===== src/rtl/fp_pkg.sv =====
// Shared fp32 types and helpers for converting block-floating-point vectors to fp32.
// Holds the fp32 field layout, the unpacker FSM encoding and a leading-one finder.
package fp_pkg;

  localparam int EXP_W = 8;
  localparam int MANT_W = 23;
  localparam int EXP_BIAS = 127;
  localparam logic [7:0] FP32_INF_EXP = 8'hFF;
  localparam int LZC_W = 128;

  typedef struct packed {
    logic              sign;
    logic [7:0]        exp;
    logic [MANT_W-1:0] mant;
  } fp32_t;

  typedef enum logic [1:0] {
    IDLE = 2'd0,
    CONV = 2'd1,
    HOLD = 2'd2
  } unpack_state_t;

  // Position of the most significant set bit; returns 0 for an all-zero input.
  function automatic logic [7:0] lead_one_pos(input logic [LZC_W-1:0] v);
    logic [7:0] pos;
    pos = 8'd0;
    for (int i = 0; i < LZC_W; i++) begin
      if (v[i]) begin
        pos = 8'(i);
      end else begin
        pos = pos;
      end
    end
    return pos;
  endfunction

endpackage


===== src/rtl/fixed_to_fp32_elem.sv =====
// Combinational converter: one signed fixed-point mantissa with an unbiased exponent
// becomes an fp32 word, truncating the fraction and flushing underflow to signed zero.
module fixed_to_fp32_elem
  import fp_pkg::*;
#(
  parameter int DATA_WIDTH  = 48,
  parameter int FIXED_POINT = 46,
  parameter int EXP_W       = 8
) (
  input  logic [DATA_WIDTH-1:0] mant,
  input  logic [EXP_W-1:0]      exp,
  output fp32_t                 fp
);

  localparam int EW = EXP_W + $clog2(DATA_WIDTH) + 2;
  localparam logic signed [EW-1:0] E_BIAS = EW'(EXP_BIAS);
  localparam logic signed [EW-1:0] E_INF  = EW'(int'(FP32_INF_EXP));
  localparam logic signed [EW-1:0] E_FP   = EW'(FIXED_POINT);

  logic                   sign_s;
  logic [DATA_WIDTH-1:0]  mag_s;
  logic [DATA_WIDTH-1:0]  norm_s;
  logic [7:0]             lead_s;
  logic [7:0]             shamt_s;
  logic signed [EW-1:0]   e_s;
  logic signed [EW-1:0]   biased_s;
  logic [MANT_W-1:0]      frac_s;

  // Magnitude, leading-one normalisation and exponent arithmetic.
  always_comb begin
    sign_s = mant[DATA_WIDTH-1];
    if (sign_s) begin
      // -2^(W-1) negates to itself, which is the correct unsigned magnitude.
      mag_s = -mant;
    end else begin
      mag_s = mant;
    end
    lead_s   = lead_one_pos(LZC_W'(mag_s));
    shamt_s  = 8'(DATA_WIDTH - 1) - lead_s;
    norm_s   = mag_s << shamt_s;
    frac_s   = MANT_W'(norm_s >> (DATA_WIDTH - 1 - MANT_W));
    e_s      = EW'($signed(exp)) + EW'($signed({1'b0, lead_s})) - E_FP;
    biased_s = e_s + E_BIAS;
  end

  // Classify the result: zero, overflow to infinity, underflow flush, or normal.
  always_comb begin
    fp = '0;
    if (mag_s == '0) begin
      fp = '0;
    end else if (biased_s >= E_INF) begin
      fp.sign = sign_s;
      fp.exp  = FP32_INF_EXP;
      fp.mant = '0;
    end else if (biased_s <= EW'(0)) begin
      fp.sign = sign_s;
      fp.exp  = 8'h00;
      fp.mant = '0;
    end else begin
      fp.sign = sign_s;
      fp.exp  = biased_s[7:0];
      fp.mant = frac_s;
    end
  end

endmodule


===== src/rtl/bfp_to_fp32_unpacker.sv =====
// Block-floating-point vector to N fp32 words, one element per cycle through a shared
// converter; the whole result vector is presented at once under a valid/ready handshake.
module bfp_to_fp32_unpacker
  import fp_pkg::*;
#(
  parameter int N           = 8,
  parameter int DATA_WIDTH  = 48,
  parameter int FIXED_POINT = 46,
  parameter int EXP_W       = 8
) (
  input  logic                  clk,
  input  logic                  rst,
  input  logic                  in_valid,
  output logic                  in_ready,
  input  logic [EXP_W-1:0]      in_exp,
  input  logic [DATA_WIDTH-1:0] in_mant [0:N-1],
  output logic                  out_valid,
  input  logic                  out_ready,
  output logic [31:0]           out_fp   [0:N-1]
);

  localparam int IDX_W = (N > 1) ? $clog2(N) : 1;

  unpack_state_t         state_r;
  unpack_state_t         state_next_s;
  logic [IDX_W-1:0]      idx_r;
  logic                  last_s;
  logic                  in_ready_r;
  logic                  out_valid_r;
  logic [EXP_W-1:0]      exp_r;
  logic [DATA_WIDTH-1:0] mant_r [0:N-1];
  logic [31:0]           fp_r   [0:N-1];
  fp32_t                 elem_fp_s;

  fixed_to_fp32_elem #(
    .DATA_WIDTH (DATA_WIDTH),
    .FIXED_POINT(FIXED_POINT),
    .EXP_W      (EXP_W)
  ) u_elem (
    .mant(mant_r[idx_r]),
    .exp (exp_r),
    .fp  (elem_fp_s)
  );

  assign last_s = (idx_r == IDX_W'(N - 1));

  // Next-state decode.
  always_comb begin
    state_next_s = state_r;
    case (state_r)
      IDLE: begin
        if (in_valid) begin
          state_next_s = CONV;
        end else begin
          state_next_s = IDLE;
        end
      end
      CONV: begin
        if (last_s) begin
          state_next_s = HOLD;
        end else begin
          state_next_s = CONV;
        end
      end
      HOLD: begin
        if (out_ready) begin
          state_next_s = IDLE;
        end else begin
          state_next_s = HOLD;
        end
      end
      default: state_next_s = IDLE;
    endcase
  end

  // State register; handshake flags are registered from the next state.
  always_ff @(posedge clk) begin
    if (rst) begin
      state_r     <= IDLE;
      in_ready_r  <= 1'b1;
      out_valid_r <= 1'b0;
    end else begin
      state_r     <= state_next_s;
      in_ready_r  <= (state_next_s == IDLE);
      out_valid_r <= (state_next_s == HOLD);
    end
  end

  // Capture registers, element index and result registers.
  always_ff @(posedge clk) begin
    if (rst) begin
      idx_r <= '0;
      exp_r <= '0;
      for (int i = 0; i < N; i++) begin
        mant_r[i] <= '0;
        fp_r[i]   <= 32'h0000_0000;
      end
    end else begin
      case (state_r)
        IDLE: begin
          if (in_valid) begin
            idx_r <= '0;
            exp_r <= in_exp;
            for (int i = 0; i < N; i++) begin
              mant_r[i] <= in_mant[i];
            end
          end
        end
        CONV: begin
          fp_r[idx_r] <= elem_fp_s;
          if (last_s) begin
            idx_r <= '0;
          end else begin
            idx_r <= idx_r + IDX_W'(1);
          end
        end
        HOLD: begin
          idx_r <= idx_r;
        end
        default: begin
          idx_r <= '0;
        end
      endcase
    end
  end

  assign in_ready  = in_ready_r;
  assign out_valid = out_valid_r;
  assign out_fp    = fp_r;

endmodule

===== config.mk =====
export PLATFORM = sky130hd
export DESIGN_NAME = bfp_to_fp32_unpacker
export DESIGN_NICKNAME = d
export VERILOG_FILES = /design/src/rtl/fp_pkg.sv /design/src/rtl/fixed_to_fp32_elem.sv /design/src/rtl/bfp_to_fp32_unpacker.sv
export SDC_FILE = /design/constraint.sdc
export NUM_CORES = 1
export LEC_CHECK = 0
export ABC_CLOCK_PERIOD_IN_PS = 28500
export CAP_MARGIN = 15
export CELL_PAD_IN_SITES_DETAIL_PLACEMENT = 1
export CELL_PAD_IN_SITES_GLOBAL_PLACEMENT = 1
export CORE_UTILIZATION = 35
export DETAILED_ROUTE_END_ITERATION = 7
export HOLD_SLACK_MARGIN = 0.12
export PLACE_DENSITY = 0.77
export SLEW_MARGIN = 20
export SYNTH_ARGS = -nofsm -noshare
export SYNTH_HDL_FRONTEND = slang
export SYNTH_HIERARCHICAL = 1
export SYNTH_SLANG_ARGS = --single-unit

===== constraint.sdc =====
create_clock -name clk -period 28.5 [get_ports clk]
set_input_delay 4.275 -clock clk [delete_from_list [all_inputs] [get_ports clk]]
set_output_delay 4.275 -clock clk [all_outputs]
set_load 0.05 [all_outputs]

==> results.md <==
- Most common cell after layout, fill and taps aside: clkdlybuf4s50_1
- Netlist cell types: ~110
- Cell mode on critical path: nand2_1
- Die ar.: ~0.1 mm^2
- Antenna violations before repair: 46
- Ys flop type: edfxtp_1
- Post-route clock period utilization: 0.411
- Number of global-route vias before repair: ~26000
- Cts repair resizes: 0
- Net Count, Synth: around 3300
- Die Y: about 310 um
- CP Capture Type: flop
- DRC: 84
- Final Routed Wirelength: about 120 mm
- Via Count: roughly 25000
- CTS tree: done
- Placer Congestion: 0.906
- Pre-CTS setup slack: roughly 17 ns
- Post-CTS Hold Buffers: 0
- GRT Util Overall: 0.239
- # setup viols final: 0
- Mapped Cells: roughly 2900
- Peak VDD IR: 0.0376 mV
- Core Box Area: 0.0969 mm^2
- Root buffer cell: clkbuf_16
- Slew @ Worst Pin: 1.10 ns
- Filler cells: 10200
- Post-Syn Area: roughly 0.034 mm^2
- Die width: between 300 and 400 um
- Startpoint Class: flop
- First-pass GRT wire length: ~180 mm
- Synth-to-layout area growth: 28.3%
- Sequential share of the synthesized area: 0.496
- Clock skew: between 0.05 and 0.06 ns
- Total power: about 2.8 mW
- IO Count: roughly 650
- Setup_tns: 0 ns
- Avg Inst Size Synth: 12.0 um^2
- Max_slew headroom: 0.264
- Final Hold Fails: 0
- Initial Utilization: 0.354
- Required time of the critical path: 29.09 ns
- Pin count of the biggest net entering global routing: ~120
- Post-synthesis register bit count: 658
- Number of flops mapped to enable cells by yosys: 384
- Post-CTS Repair Setup Buffers: 0
- Clock Latency Late Sink: about 0.7 ns
- Failing checks: design-rule violations
- Hold crit path type: reg -> reg
- Syn. warnings: 6
- Worst Path Max Fanout: 40
- 1st-iter DRT viols: ~1900
- Pins over their slew limit: 0
- Slowest CP cell: dfxtp_4
- Post-route setup slack: 16.79 ns
- DP HPWL: between 80 and 90 mm
- Critical Path AT: ~12 ns
- Ys async rst share: 0
- Final ANT Viol Nets: 0
- Outcome: finished, violations left
- # port buffers: ~650
- Period minus WS final: 11.71 ns
- Worst-path clk slew: roughly 0.06 ns
- CP Class: reg -> reg
- Max-cap violations: 0
- CTS Sinks: 658
- Most frequent cells in the layout: clkdlybuf4s50_1, edfxtp_1, mux2i_1
- Gr ovfl total: 0
- H-tree depth: 3
- Cts bufs inserted: 76
- Drt first pass iters: 7
- Max Freq: about 0.085 GHz
- P per Cell Area: roughly 65 mW/mm^2
- DR vias/cell: 5.32
- Wirelength per Cell: between 20 and 30 um
- Row count: around 110
- Share of cells above drive strength 1: 0.107
- Clock tree buffer depth: 3
- Nets: roughly 3800
- Crit-path max cell delay: ~0.86 ns
- P_leak: between 15 and 20 nW
- RSZ-0062 raised after global routing: false
where the power goes:
part | total (mW) | leakage, nW | switching [mW] | internal, mW
sequential | 1.09 | 6.34 | 0.0246 | 1.07
clock | 0.977 | 1.23 | 0.424 | 0.552
combinational | 0.780 | 9.41 | 0.493 | 0.287
total | 2.85 | 17.0 | 0.942 | 1.91
worst max-delay path: cells and delay by family (launching register included):
kind	cells	cell delay, ns
AO/OA/AOI/OAI	10	2.85
flip-flops	1	0.86
adder cells (fa/ha/maj)	3	1.21
buffers and inverters	4	1.56
XOR/XNOR	1	0.35
multiplexers	3	1.24
AND/OR/NAND/NOR	11	3.38
worst paths after layout:
path	startpoint	end	slack [ns]	cells after the start
hold reg to reg	out_fp[153]	out_fp[153]	0.47	2
setup / recovery	flop	out_fp[237]	16.79	32
hold / removal	out_fp[153]	out_fp[153]	0.47	2
setup reg to reg	flop	out_fp[237]	16.79	32
metrics by stage:
stage / hold slack, ns / instances / utilization / instance area, um^2
floorplan: 0.449 / 2854 / - / 34300
global placement: 0.459 / 4576 / 0.428 / 41400
detailed placement: 0.464 / 4576 / 0.428 / 41400
CTS: 0.477 / 4714 / 0.453 / 43900
global route: 0.487 / 4747 / 0.454 / 44000
finish: 0.474 / 4752 / 0.454 / 44000
layout make-up:
cell class	instances	area, um^2	share of cell area
sequential	658	17000	0.387
multi-input combinational	1929	15900	0.362
timing repair buffer	682	6760	0.154
clock buffer	90	2030	0.0462
tap	1276	1600	0.0363
clock inverter	48	445	0.0101
inverter	31	124	0.00282
antenna	38	95.1	0.00216
cells in the mapped netlist (all sizes together), types with 37 or more instances:
library cell  count  area share
o21ai            45      0.0066
nor2             84      0.0097
a21oi            54      0.0079
nand2            83       0.010
mux2i           320       0.093
nand2b          296       0.054
dfxtp           274        0.16
nor3             37      0.0063
mux4             96       0.064
buf             124       0.024
nor2b           104       0.019
and2            301       0.055
clkbuf          112       0.013
edfxtp          384        0.34
mux2             66       0.026
kinds of logic (layout without fill, tap and decap cells):
group,count (synthesis),after routing,synth area share
and+or+nand+nor,1037,1037,0.183
AOI/OAI and AO/OA,332,332,0.0740
buffers and inverters,267,851,0.0403
muxes,482,482,0.184
adders and majority gates,20,20,0.00752
other,0,38,0
xor gates and xnor gates,58,58,0.0153
DFF,658,658,0.496
flip-flops by register name, indices dropped and copies added, names as in the netlist, named ones only:
register	cells
in_ready	1
mant_r	384
exp_r	8
state_r	2
out_valid	1
idx_r	3
out_fp	256
per-layer routing:
metal / part of all wire / routed length (um) / vias to the layer above / track usage
li1: - / - / 11500 / -
met1: 0.40 / 48500 / 12600 / 0.286
met3: 0.061 / 7480 / 245 / 0.0541
met4: 0.045 / 5440 / 22 / 0.120
met5: 0.0019 / 233 / - / 0.00919
met2: 0.50 / 60500 / 934 / 0.402
No activity file was read; power rests on OpenSTA's default activity.
